===== config.mk =====
export PLATFORM = sky130hd
export DESIGN_NAME = shift_job_scheduler
export DESIGN_NICKNAME = d
export VERILOG_FILES = /design/src/rtl/shift_sched_pkg.sv /design/src/rtl/shift_rr_arbiter.sv /design/src/rtl/shift_job_scheduler.sv
export SDC_FILE = /design/constraint.sdc
export NUM_CORES = 1
export LEC_CHECK = 0
export CORE_UTILIZATION = 38
export DETAILED_ROUTE_END_ITERATION = 8
export HOLD_SLACK_MARGIN = 0.06
export PLACE_DENSITY = 0.86
export SLEW_MARGIN = 20
export SYNTH_ARGS = -nofsm -noshare
export SYNTH_HDL_FRONTEND = slang
export SYNTH_SLANG_ARGS = --single-unit

===== constraint.sdc =====
create_clock -name clk -period 1.6 [get_ports clk]
set_input_delay 0.32 -clock clk [delete_from_list [all_inputs] [get_ports clk]]
set_output_delay 0.32 -clock clk [all_outputs]
set_load 0.01 [all_outputs]

===== src/rtl/shift_sched_pkg.sv =====
// Shared types and constants for the shift-register job scheduler.
// Latency: n/a (declarations only).
// Backpressure: n/a.
package shift_sched_pkg;

    typedef enum logic [1:0] {
        ST_IDLE  = 2'd0,
        ST_CLEAR = 2'd1,
        ST_SHIFT = 2'd2,
        ST_DONE  = 2'd3
    } state_t;

    localparam logic DIR_LEFT  = 1'b0;
    localparam logic DIR_RIGHT = 1'b1;

    localparam int NUM_REQ = 2;

endpackage


===== src/rtl/shift_rr_arbiter.sv =====
// Two-way round-robin arbiter; pointer names the preferred requester.
// Latency: grant is combinational from req and the pointer; pointer moves on advance.
// Backpressure: caller gates req; no grant is issued while req is all zero.
module shift_rr_arbiter
    import shift_sched_pkg::*;
(
    input  logic               clk,
    input  logic               rst_n,
    input  logic [NUM_REQ-1:0] req,
    input  logic               advance,
    output logic [NUM_REQ-1:0] grant,
    output logic               grant_id
);

    logic ptr_q;

    // Prefer the pointed-to requester, otherwise fall back to the other one.
    always_comb begin
        grant    = '0;
        grant_id = ptr_q;
        if (req[ptr_q]) begin
            grant[ptr_q] = 1'b1;
            grant_id     = ptr_q;
        end else if (req[~ptr_q]) begin
            grant[~ptr_q] = 1'b1;
            grant_id      = ~ptr_q;
        end
    end

    // After a grant the loser of this round becomes preferred.
    always_ff @(posedge clk or negedge rst_n) begin
        if (!rst_n) begin
            ptr_q <= 1'b0;
        end else if (advance) begin
            ptr_q <= ~grant_id;
        end
    end

endmodule


===== src/rtl/shift_job_scheduler.sv =====
// Arbitrates two shift jobs, clears the external shift register, feeds count serial bits, returns the word.
// Latency: grant at T, clear T+1, shift T+2..T+count+1, done_valid from T+count+2.
// Backpressure: done_valid holds until done_ready; no new grant (req_ready=0) until then.
module shift_job_scheduler
    import shift_sched_pkg::*;
#(
    parameter int SIZE  = 8,
    parameter int CNT_W = $clog2(SIZE + 1)
) (
    input  logic                     clk,
    input  logic                     reset,
    input  logic [NUM_REQ-1:0]       req_valid,
    output logic [NUM_REQ-1:0]       req_ready,
    input  logic [NUM_REQ-1:0]       req_dir,
    input  logic [NUM_REQ*CNT_W-1:0] req_count,
    input  logic [NUM_REQ*SIZE-1:0]  req_pattern,
    output logic                     sr_reset_n,
    output logic                     sr_enable,
    output logic                     sr_direction,
    output logic                     sr_data_in,
    input  logic [SIZE-1:0]          sr_out,
    output logic                     done_valid,
    input  logic                     done_ready,
    output logic                     done_id,
    output logic [SIZE-1:0]          done_data
);

    localparam int IDX_W = (SIZE > 1) ? $clog2(SIZE) : 1;

    state_t             state_q, state_d;
    logic               dir_q;
    logic               id_q;
    logic [CNT_W-1:0]   cnt_q;
    logic [CNT_W-1:0]   k_q;
    logic [SIZE-1:0]    pat_q;

    logic [NUM_REQ-1:0] arb_req;
    logic [NUM_REQ-1:0] grant;
    logic               grant_id;
    logic               advance;
    logic [CNT_W-1:0]   sel_cnt;
    logic [CNT_W-1:0]   sat_cnt;
    logic [SIZE-1:0]    sel_pat;

    // Requests are only visible to the arbiter in IDLE and out of reset,
    // so req_ready is a pure function of state, req_valid and the pointer.
    assign arb_req   = req_valid & {NUM_REQ{(state_q == ST_IDLE) && reset}};
    assign advance   = |grant;
    assign req_ready = grant;

    shift_rr_arbiter u_arb (
        .clk      (clk),
        .rst_n    (reset),
        .req      (arb_req),
        .advance  (advance),
        .grant    (grant),
        .grant_id (grant_id)
    );

    assign sel_cnt = grant_id ? req_count[2*CNT_W-1:CNT_W] : req_count[CNT_W-1:0];
    assign sel_pat = grant_id ? req_pattern[2*SIZE-1:SIZE] : req_pattern[SIZE-1:0];
    // Counts beyond the register width would only push bits off the far end.
    assign sat_cnt = (sel_cnt > CNT_W'(SIZE)) ? CNT_W'(SIZE) : sel_cnt;

    // State register.
    always_ff @(posedge clk or negedge reset) begin
        if (!reset) begin
            state_q <= ST_IDLE;
        end else begin
            state_q <= state_d;
        end
    end

    // Next-state decode: one clear cycle, count shift cycles, then hold in DONE.
    always_comb begin
        state_d = state_q;
        case (state_q)
            ST_IDLE:  if (advance) state_d = ST_CLEAR;
            ST_CLEAR: state_d = (cnt_q != '0) ? ST_SHIFT : ST_DONE;
            ST_SHIFT: if (k_q == cnt_q - CNT_W'(1)) state_d = ST_DONE;
            ST_DONE:  if (done_ready) state_d = ST_IDLE;
            default:  state_d = ST_IDLE;
        endcase
    end

    // Job latch at grant and bit index walk during SHIFT.
    always_ff @(posedge clk or negedge reset) begin
        if (!reset) begin
            dir_q <= 1'b0;
            id_q  <= 1'b0;
            cnt_q <= '0;
            pat_q <= '0;
            k_q   <= '0;
        end else begin
            if (advance) begin
                dir_q <= req_dir[grant_id];
                id_q  <= grant_id;
                cnt_q <= sat_cnt;
                pat_q <= sel_pat;
            end
            if (state_q == ST_CLEAR) begin
                k_q <= '0;
            end else if (state_q == ST_SHIFT) begin
                k_q <= k_q + CNT_W'(1);
            end
        end
    end

    // Shift-register pins are decoded from state; everything idles low outside SHIFT.
    assign sr_reset_n   = reset && (state_q != ST_CLEAR);
    assign sr_enable    = (state_q == ST_SHIFT);
    assign sr_direction = sr_enable && (dir_q == DIR_RIGHT);
    assign sr_data_in   = sr_enable && pat_q[k_q[IDX_W-1:0]];

    assign done_valid = (state_q == ST_DONE);
    assign done_id    = id_q;
    assign done_data  = sr_out;

endmodule


; ---- Yosys cells after proc, flatten, opt, wreduce, memory -nomap -nowiden
; Index checks and enable logic that the tools add are counted.
[word_totals]
in_bits = 39
word_cells = 64
output_inout_bits = 16
regBits = 21
[classes]
bitwise = 3
n_lt_le_gt_ge = 7
mux = 26
reduce_logical = 11
addsub = 2
n_eq_ne = 8
[op_table]
columns = op, count
row1 = $mux 4, 4
row2 = $mux 1, 12
row3 = $mux 2, 5
row4 = $mux 8, 1
row5 = $pmux 2 s4, 1
row6 = $logic_and 1x1->1, 6
row7 = $lt 1x2->1 const B, 3
row8 = $ne 2x1->1 const B, 3
row9 = $add 4x1->4 const B, 1
row10 = $eq 2x2->1 const B, 2
row11 = $eq 4x4->1, 1
row12 = $gt 4x4->1 const B, 1
row13 = $lt 3x4->1 const B, 1
row14 = $reduce_bool 4->1, 1
row15 = $sub 4x1->4 const B, 1
row16 = $bmux 1 s3, 1
row17 = $reduce_and 3->1, 1
row18 = $and 2x2->2, 1
row19 = $demux 1 s1, 2
row20 = $eq 2x1->1 const B, 1
row21 = $ge 1x1->1 const B, 2
row22 = $logic_not 2->1, 1
row23 = $ne 2x2->1 const B, 1
row24 = $not 1->1, 2
row25 = other kinds (2), 2

; ---- Logic depth before layout (Yosys ltp)
; Gate-level depths: netlist of run 1.
[depth]
depth_word = 10
ltp_mapped = 8
ltp_nobuf = 7

; ---- Cells and area by module
; A second synthesis of run 1 with hierarchy kept.
[hier_totals]
cells_unflattened = 149
hier_area_um2 = 1431.4
[by_module_without_submodules]
columns = mod, n_inst, cells_per_inst, area_per_inst_um2, seq_area_each_um2
row1 = shift_job_scheduler, 1, 132, 1305.0, 500.5
row2 = shift_rr_arbiter, 1, 17, 126.4, 25.0

; ---- Worst setup path before layout of run 1
; OpenSTA, ideal clock, no wires.
[synth_timing]
path_type = register -> output
from = register state_q[0]
to = output req_ready[1]
n_path_buf = 1
t_arrival_ps = 1378
stages_incl_launch_ff = 7
setup_slack_ps = -98
required_ps = 1280
path_cell_list = dfrtp_1 -> inv_1 -> ha_1 -> and2_1 -> nand2_1 -> a21oi_1 -> clkbuf_1
[synth_between]
elab_chain_len = 7
elab_cells_between_ends = 9
cone_classes = mux: 6 / bitwise: 1 / reduce/logical: 2
[synth_lines]
columns = item, line
row1 = start: declaration, shift_job_scheduler.sv:30  ; state_t state_q, state_d;
row2 = start signal: assignment, shift_job_scheduler.sv:70  ; state_q <= state_d;
row3 = $logic_not 2->1 (*), shift_job_scheduler.sv:47  ; assign arb_req = req_valid & {NUM_REQ{(state_q == ST_IDLE) && reset}};
row4 = $logic_and 1x1->1 (*), shift_job_scheduler.sv:47
row5 = $and 2x2->2 (*), shift_job_scheduler.sv:47
row6 = $mux 1 (not written as such) (2 in a row), shift_rr_arbiter.sv:24  ; end else if (req[~ptr_q]) begin
row7 = $mux 2, shift_rr_arbiter.sv:24
row8 = $mux 2 (*), shift_rr_arbiter.sv:21  ; if (req[ptr_q]) begin
row9 = end: declaration, shift_job_scheduler.sv:13  ; output logic [NUM_REQ-1:0] req_ready,
; Every way passes the cells marked *; elsewhere a longest branch is shown, timed or not. The select of a mux whose other input is x is not followed.

; ---- Worst setup path after layout of run 1
[layout_timing]
from = register state_q[1]
to = output req_ready[1]
; Same word-level chain as after synthesis.

==> impl_metrics.py, run 1 <==
metrics = {
    "clock_network": {
        "cts_root_buffer": "clkbuf_4",
        "cts_buffers": 3,
        "cts_sinks": 21,
        "clk_latency_ns": 0.32,
        "cts_buffer_depth": 2,
        "cts_tree": "done",
        "htreeDepth": 1,
        "clk_pin_slew_ns": 0.14,
        "hold_buffers": 0,
    },
    "logic_synthesis": {
        "yosysTopAreaCellShare_pct": 40.9,
        "synth_commonest_cells": "dfrtp_1, inv_1, a222oi_1",
        "ys.flop_type": "dfrtp_1",
        "synth_edf_count": 0,
        "yosysSeqAreaShare_pct": 40.9,
        "synth_area_leader_cell": "dfrtp_1",
        "async_reset_ff_share_pct": 100,
        "synthTopCellsByArea": "dfrtp_1, a222oi_1, ha_1",
        "avgSynthCellArea_um2": 10.0,
        "yosysWarnings": 0,
        "synth_fp_nets": 174,
        "ys_ff_latch": 21,
        "yosysUniqueCellTypes": 30,
        "syn_inst": 128,
        "syn_area_mm2": 0.00129,
        "yosysMostFrequentCell": "dfrtp_1",
    },
    "pwr": {
        "ir_worst_vdd_v": 0.000866,
        "switchingPower_mw": 1.61,
        "p_leak_nw": 1.00,
        "power_density_mw_per_mm2": 1800,
        "p_seq_share_pct": 26.0,
        "intPower_mw": 2.32,
        "netSwitchingFraction_pct": 41.0,
        "p_clk_share_pct": 6.9,
        "pwr-share-comb_pct": 67.0,
    },
    "critical_path": {
        "critical_path_class": "flop to primary output",
        "timing.rr.start": "state_q[1]",
        "end_kind": "primary output",
        "start_kind": "flop",
        "rr_worst_depth": 9,
        "reg2reg_slack_ns": -0.19,
        "worst-path-max-fanout": 3,
        "cp.required_ns": 1.28,
        "crit_arrival_ns": 1.54,
        "timing.rr.end": "pat_q[3]",
    },
    "detailed_routing": {
        "drt_wl_total_um": 4570,
        "wl_per_cell_um": 18.9,
        "drt-pass1-iter-count": 7,
        "drt-vias-per-instance": 5.51,
        "drc": 0,
        "drtIter0Drc": 69,
        "vias": 1334,
        "ant_nets": 0,
    },
    "layout": {
        "finish.utilization_pct": 69.7,
        "fin_nets": 245,
        "seq_area_um2": 528,
        "drive_gt1_share_pct": 46.0,
        "area_growth_pct": 69.5,
        "fin_cells": 242,
        "multiInputGateArea_um2": 785,
        "antenna_cells_inserted": 0,
        "fillers": 203,
    },
    "sta": {
        "skew_ns": 0.0145,
        "period_share_pct": 116,
        "drv_slew": 0,
        "slew_headroom_pct": 72.8,
        "worst_pin_slew_ns": 0.408,
        "setup_tns_ns": -2.93,
        "setup_violations": 20,
        "fmaxAchievable_mhz": 538,
        "setup_ws_ns": -0.259,
        "hold_viol": 0,
        "rsz0062_at_grt": "yes",
        "period_needed_ns": 1.86,
    },
    "min_path": {
        "hp-class": "input pin to async pin",
    },
    "place": {
        "io_buffers": 38,
        "place_hpwl_um": 2960,
        "place_inst": 228,
        "place.gp.congestion": 0.856,
    },
    "die": {
        "core_mm2": 0.00313,
        "fp-row-count": 20,
        "dieArea_mm2": 0.00362,
        "die_w_um": 60.2,
        "pin_count": 55,
        "initial_core_util_pct": 41.1,
        "die_h_um": 60.2,
    },
    "run_status": {
        "status": "finished with violations",
        "violations": "negative setup slack",
    },
    "global_routing": {
        "use_met3_pct": 4.11,
        "antenna_found_initial": 0,
        "grt_util_met2_pct": 47.7,
        "overflow": 0,
        "top_usage_layer": "met2",
        "met1_usage_pct": 26.7,
        "grt_pass1_wl_um": 6640,
        "grt.total_usage_pct": 25.4,
        "grt_max_degree": 19,
        "grt_pass1_vias": 1470,
    },
    "run": {
        "drv_cap": 0,
    },
}
## per-layer routing
layer | vias to the layer above | wire length, µm
met5 | - | 0
met4 | 0 | 172
met3 | 21 | 297
met2 | 70 | 2460
met1 | 653 | 1640
li1 | 590 | -
## through the flow
step	setup slack (ns)	power (mW)	hold slack, ns	instance area, µm²
5_1_grt	-0.322	4.14	0.204	2180
2_1_floorplan	-0.00248	2.12	0.0244	1290
3_3_place_gp	-0.583	2.81	0.468	1880
3_5_place_dp	-0.602	2.99	0.492	1880
4_1_cts	-0.273	3.64	0.177	2060
6_report	-0.259	3.93	0.215	2180
## power by group through the flow
stage	clock, mW	sequential (mW)	combinational (mW)
finish	0.272	1.02	2.63
detailed placement	0	0.988	2.00
floorplan	0	0.937	1.18
global placement	0	0.968	1.85
CTS	0.267	0.995	2.38
global route	0.297	1.05	2.80
## cells in the final DEF (no fill, tap or decap), types with 2 or more instances in the layout
cell / instances
a21boi_2: 2
a21oi_1: 3
a21oi_2: 4
a222oi_1: 9
and2_4: 2
buf_2: 6
buf_4: 32
buf_6: 8
clkbuf_4: 3
clkdlybuf4s50_1: 30
dfrtp_1: 19
dfrtp_2: 2
ha_1: 2
ha_4: 4
inv_1: 16
inv_2: 4
mux2_2: 2
mux2i_1: 2
mux4_2: 2
nand2_1: 5
nand2_2: 2
nor2_1: 2
nor2b_1: 2
nor2b_4: 2
o21ai_0: 2
o21ai_2: 3
o22ai_1: 2
xnor2_1: 3
xnor2_2: 3
## registers in the layout, indices dropped and copies added, names as in the netlist
signal and cells:
cnt_q 4, dir_q 1, state_q 2, u_arb.ptr_q 1, done_id 1, k_q 4, pat_q 8
## cells by family after synthesis
group,share of synthesized area [%]
AO/OA/AOI/OAI,20.3
XOR/XNOR,4.09
adder cells (fa/ha/maj),6.81
buffers and inverters,12.1
flip-flops,40.9
multiplexers,7.59
AND/OR/NAND/NOR,8.27
## what timing repair did
item / CTS / global route
gates cloned: 1 / 1
endpoints found under the setup margin: 22 / 23
pin swaps: 9 / 18
setup buffers: 6 / 4
gates resized for setup: 66 / 22
## how the worst max path moves through the flow
| stage | start | endpoint | slack, ns | cells after the start |
|---|---|---|---|---|
| 6_report | state_q[1] | req_ready[1] | -0.26 | 6 |
| 5_1_grt | state_q[0] | req_ready[1] | -0.32 | 6 |
| 4_1_cts | k_q[0] | sr_data_in | -0.27 | 4 |
| 3_5_place_dp | reset | req_ready[1] | -0.60 | 5 |
| 3_3_place_gp | reset | req_ready[1] | -0.58 | 5 |
| 2_1_floorplan | state_q[0] | req_ready[1] | -0.002 | 6 |
## area by class of cell
type                       instances  share of cell area (%)
clock inverter                     1                   0.230
sequential                        21                    24.2
inverter                          20                    3.44
timing repair buffer              79                    32.5
multi-input combinational         74                    36.0
tap                               44                    2.53
clock buffer                       3                    1.03
## critical path: stages (launching register included)
cell     delay (ns)
dfrtp_1        0.44
inv_2          0.09
ha_4           0.15
and2_4         0.15
nand2_2        0.06
a21oi_2        0.16
buf_2          0.16
Note: power is estimated with default switching activity, not from simulation.
==> run 2, diff against run 1 <==
--- a/config.mk
+++ b/config.mk
@@ -9,6 +9,7 @@
 export DETAILED_ROUTE_END_ITERATION = 8
 export HOLD_SLACK_MARGIN = 0.06
 export PLACE_DENSITY = 0.86
+export REMOVE_ABC_BUFFERS = 1
 export SLEW_MARGIN = 20
 export SYNTH_ARGS = -nofsm -noshare
 export SYNTH_HDL_FRONTEND = slang
==> impl_metrics.py, run 2 (same netlist as run 1, synthesis figures left out) <==
metrics = {
    "place": {
        "io_buffers": 38,
        "place.gp.congestion": 0.834,
        "place_hpwl_um": 2720,
        "pre_cts_ws_ns": -0.641,
        "place_area_mm2": 0.00189,
    },
    "die": {
        "core_mm2": 0.00313,
        "die_h_um": 60.2,
        "initial_core_util_pct": 41.1,
        "dieArea_mm2": 0.00362,
        "pin_count": 55,
        "die_w_um": 60.2,
        "fp-row-count": 20,
    },
    "layout": {
        "largest_register_ffs": 8,
        "drive_gt1_share_pct": 41.3,
        "layout_commonest_cell": "buf_4",
        "fillers": 247,
        "fin_nets": 248,
        "regMostFlops": "pat_q",
        "antenna_cells_inserted": 0,
        "area_growth_pct": 71.1,
        "finish.utilization_pct": 70.4,
        "layout_common_cells": "buf_4, clkdlybuf4s50_1, dfrtp_1",
        "design_area_mm2": 0.00220,
        "largestRegisters": "pat_q: 8 flops, cnt_q: 4 flops, k_q: 4 flops",
    },
    "critical_path": {
        "critical_path_class": "flop to primary output",
        "worst-path-max-fanout": 3,
        "end_kind": "primary output",
        "crit_arrival_ns": 1.53,
        "start_kind": "flop",
        "cp.required_ns": 1.28,
    },
    "min_path": {
        "hp-class": "input pin to async pin",
    },
    "clock_network": {
        "cts_buffer_depth": 2,
        "clk_pin_slew_ns": 0.13,
        "cts_sinks": 21,
        "htreeDepth": 1,
        "clk_latency_ns": 0.30,
        "cts_tree": "done",
        "hold_buffers": 0,
        "cts_root_buffer": "clkbuf_4",
        "cts_buffers": 3,
    },
    "detailed_routing": {
        "drt_wl_total_um": 4320,
        "ant_nets": 0,
        "drt-vias-per-instance": 5.26,
        "vias": 1288,
        "wl_per_cell_um": 17.6,
        "drtIter0Drc": 54,
        "drc": 0,
        "drt-pass1-iter-count": 5,
    },
    "sta": {
        "worst_pin_slew_ns": 0.395,
        "hold_viol": 0,
        "rsz0062_at_grt": "yes",
        "setup_ws_ns": -0.251,
        "skew_ns": 0.00162,
        "fmaxAchievable_mhz": 540,
        "period_needed_ns": 1.85,
        "period_share_pct": 116,
        "slew_headroom_pct": 73.6,
        "setup_violations": 17,
        "drv_slew": 0,
        "setup_tns_ns": -1.58,
    },
    "global_routing": {
        "grt.total_usage_pct": 23.3,
        "use_met3_pct": 5.19,
        "grt_max_degree": 15,
        "grt_pass1_vias": 1308,
        "grt_pass1_wl_um": 6070,
        "grt_util_met2_pct": 43.5,
        "overflow": 0,
        "top_usage_layer": "met2",
        "met1_usage_pct": 25.6,
        "antenna_found_initial": 0,
    },
    "run_status": {
        "violations": "negative setup slack",
        "status": "finished with violations",
    },
    "pwr": {
        "p_seq_share_pct": 25.2,
        "p_leak_nw": 1.02,
        "netSwitchingFraction_pct": 39.4,
        "ir_worst_vdd_v": 0.000752,
        "pwr-share-comb_pct": 67.8,
        "intPower_mw": 2.34,
        "power_density_mw_per_mm2": 1760,
        "switchingPower_mw": 1.52,
        "p_clk_share_pct": 7.0,
    },
    "run": {
        "drv_cap": 0,
    },
}
## run 2: cell types whose count changed in the layout (fill, tap and decap cells not counted), moves of 2 or more
cell and change:
buf_6 +6, buf_2 -3, o21ai_1 +3, o21ai_2 -3
buf_12 +2, ha_1 +2, inv_1 +2, inv_2 -2
xnor2_1 +2, xnor2_2 -2
## run 2: final cells by class
cell class / count / area [µm²] / share of cell area (%)
inverters: 20 / 75.1 / 3.41
clock buffers: 4 / 26.3 / 1.19
repair buffers: 82 / 763 / 34.7
multi-input cells: 74 / 754 / 34.3
flip-flops and latches: 21 / 527 / 23.9
well taps: 44 / 55.1 / 2.50
## run 2: per-layer routing
layer	wire (µm)	part of all wire [%]	vias to the layer above
met5	0	0	-
met4	110	2.5	0
met3	191	4.4	8
met2	2380	55	50
met1	1640	38	640
li1	-	-	590
## run 2: power groups by stage
stage                     clock network (mW)  logic (mW)  registers, mW
after floorplan                            0        1.11          0.955
after global placement                     0        1.92          0.939
after detailed placement                   0        2.02          0.959
after CTS                              0.263        2.29          0.969
after global routing                   0.294        2.80           1.00
final                                  0.270        2.62          0.975
## run 2: path summary, 6_finish.rpt
path | startpoint | end | slack, ns | depth (start not counted)
setup / recovery | k_q[0] | sr_data_in | -0.25 | 4
hold reg to reg | done_id | done_id | 0.53 | 2
min in group clk | done_id | done_id | 0.53 | 2
hold / removal | reset | cnt_q[0] | 0.46 | 2
setup reg to reg | cnt_q[0] | state_q[0] | -0.24 | 6
max in group asynchronous | reset | k_q[0] | 0.91 | 3
## run 2: timing repair
item,in CTS,in global routing
resized for setup,61,23
buffers inserted,7,11
setup endpoints to repair,23,21
pin swaps,4,12
## run 2: critical path, stage by stage (launching register included)
cell and delay (ns):
dfrtp_2 0.43, mux4_2 0.53, nand2_2 0.08, a21boi_2 0.05, buf_2 0.14
## run 2: per-stage QoR
stage	instances	hold slack, ns	total power [mW]
after detailed placement	228	0.470	2.98
after CTS	237	0.437	3.52
after global routing	245	0.475	4.10
final	245	0.459	3.87
after global placement	228	0.461	2.86
after floorplan	115	0.0244	2.07
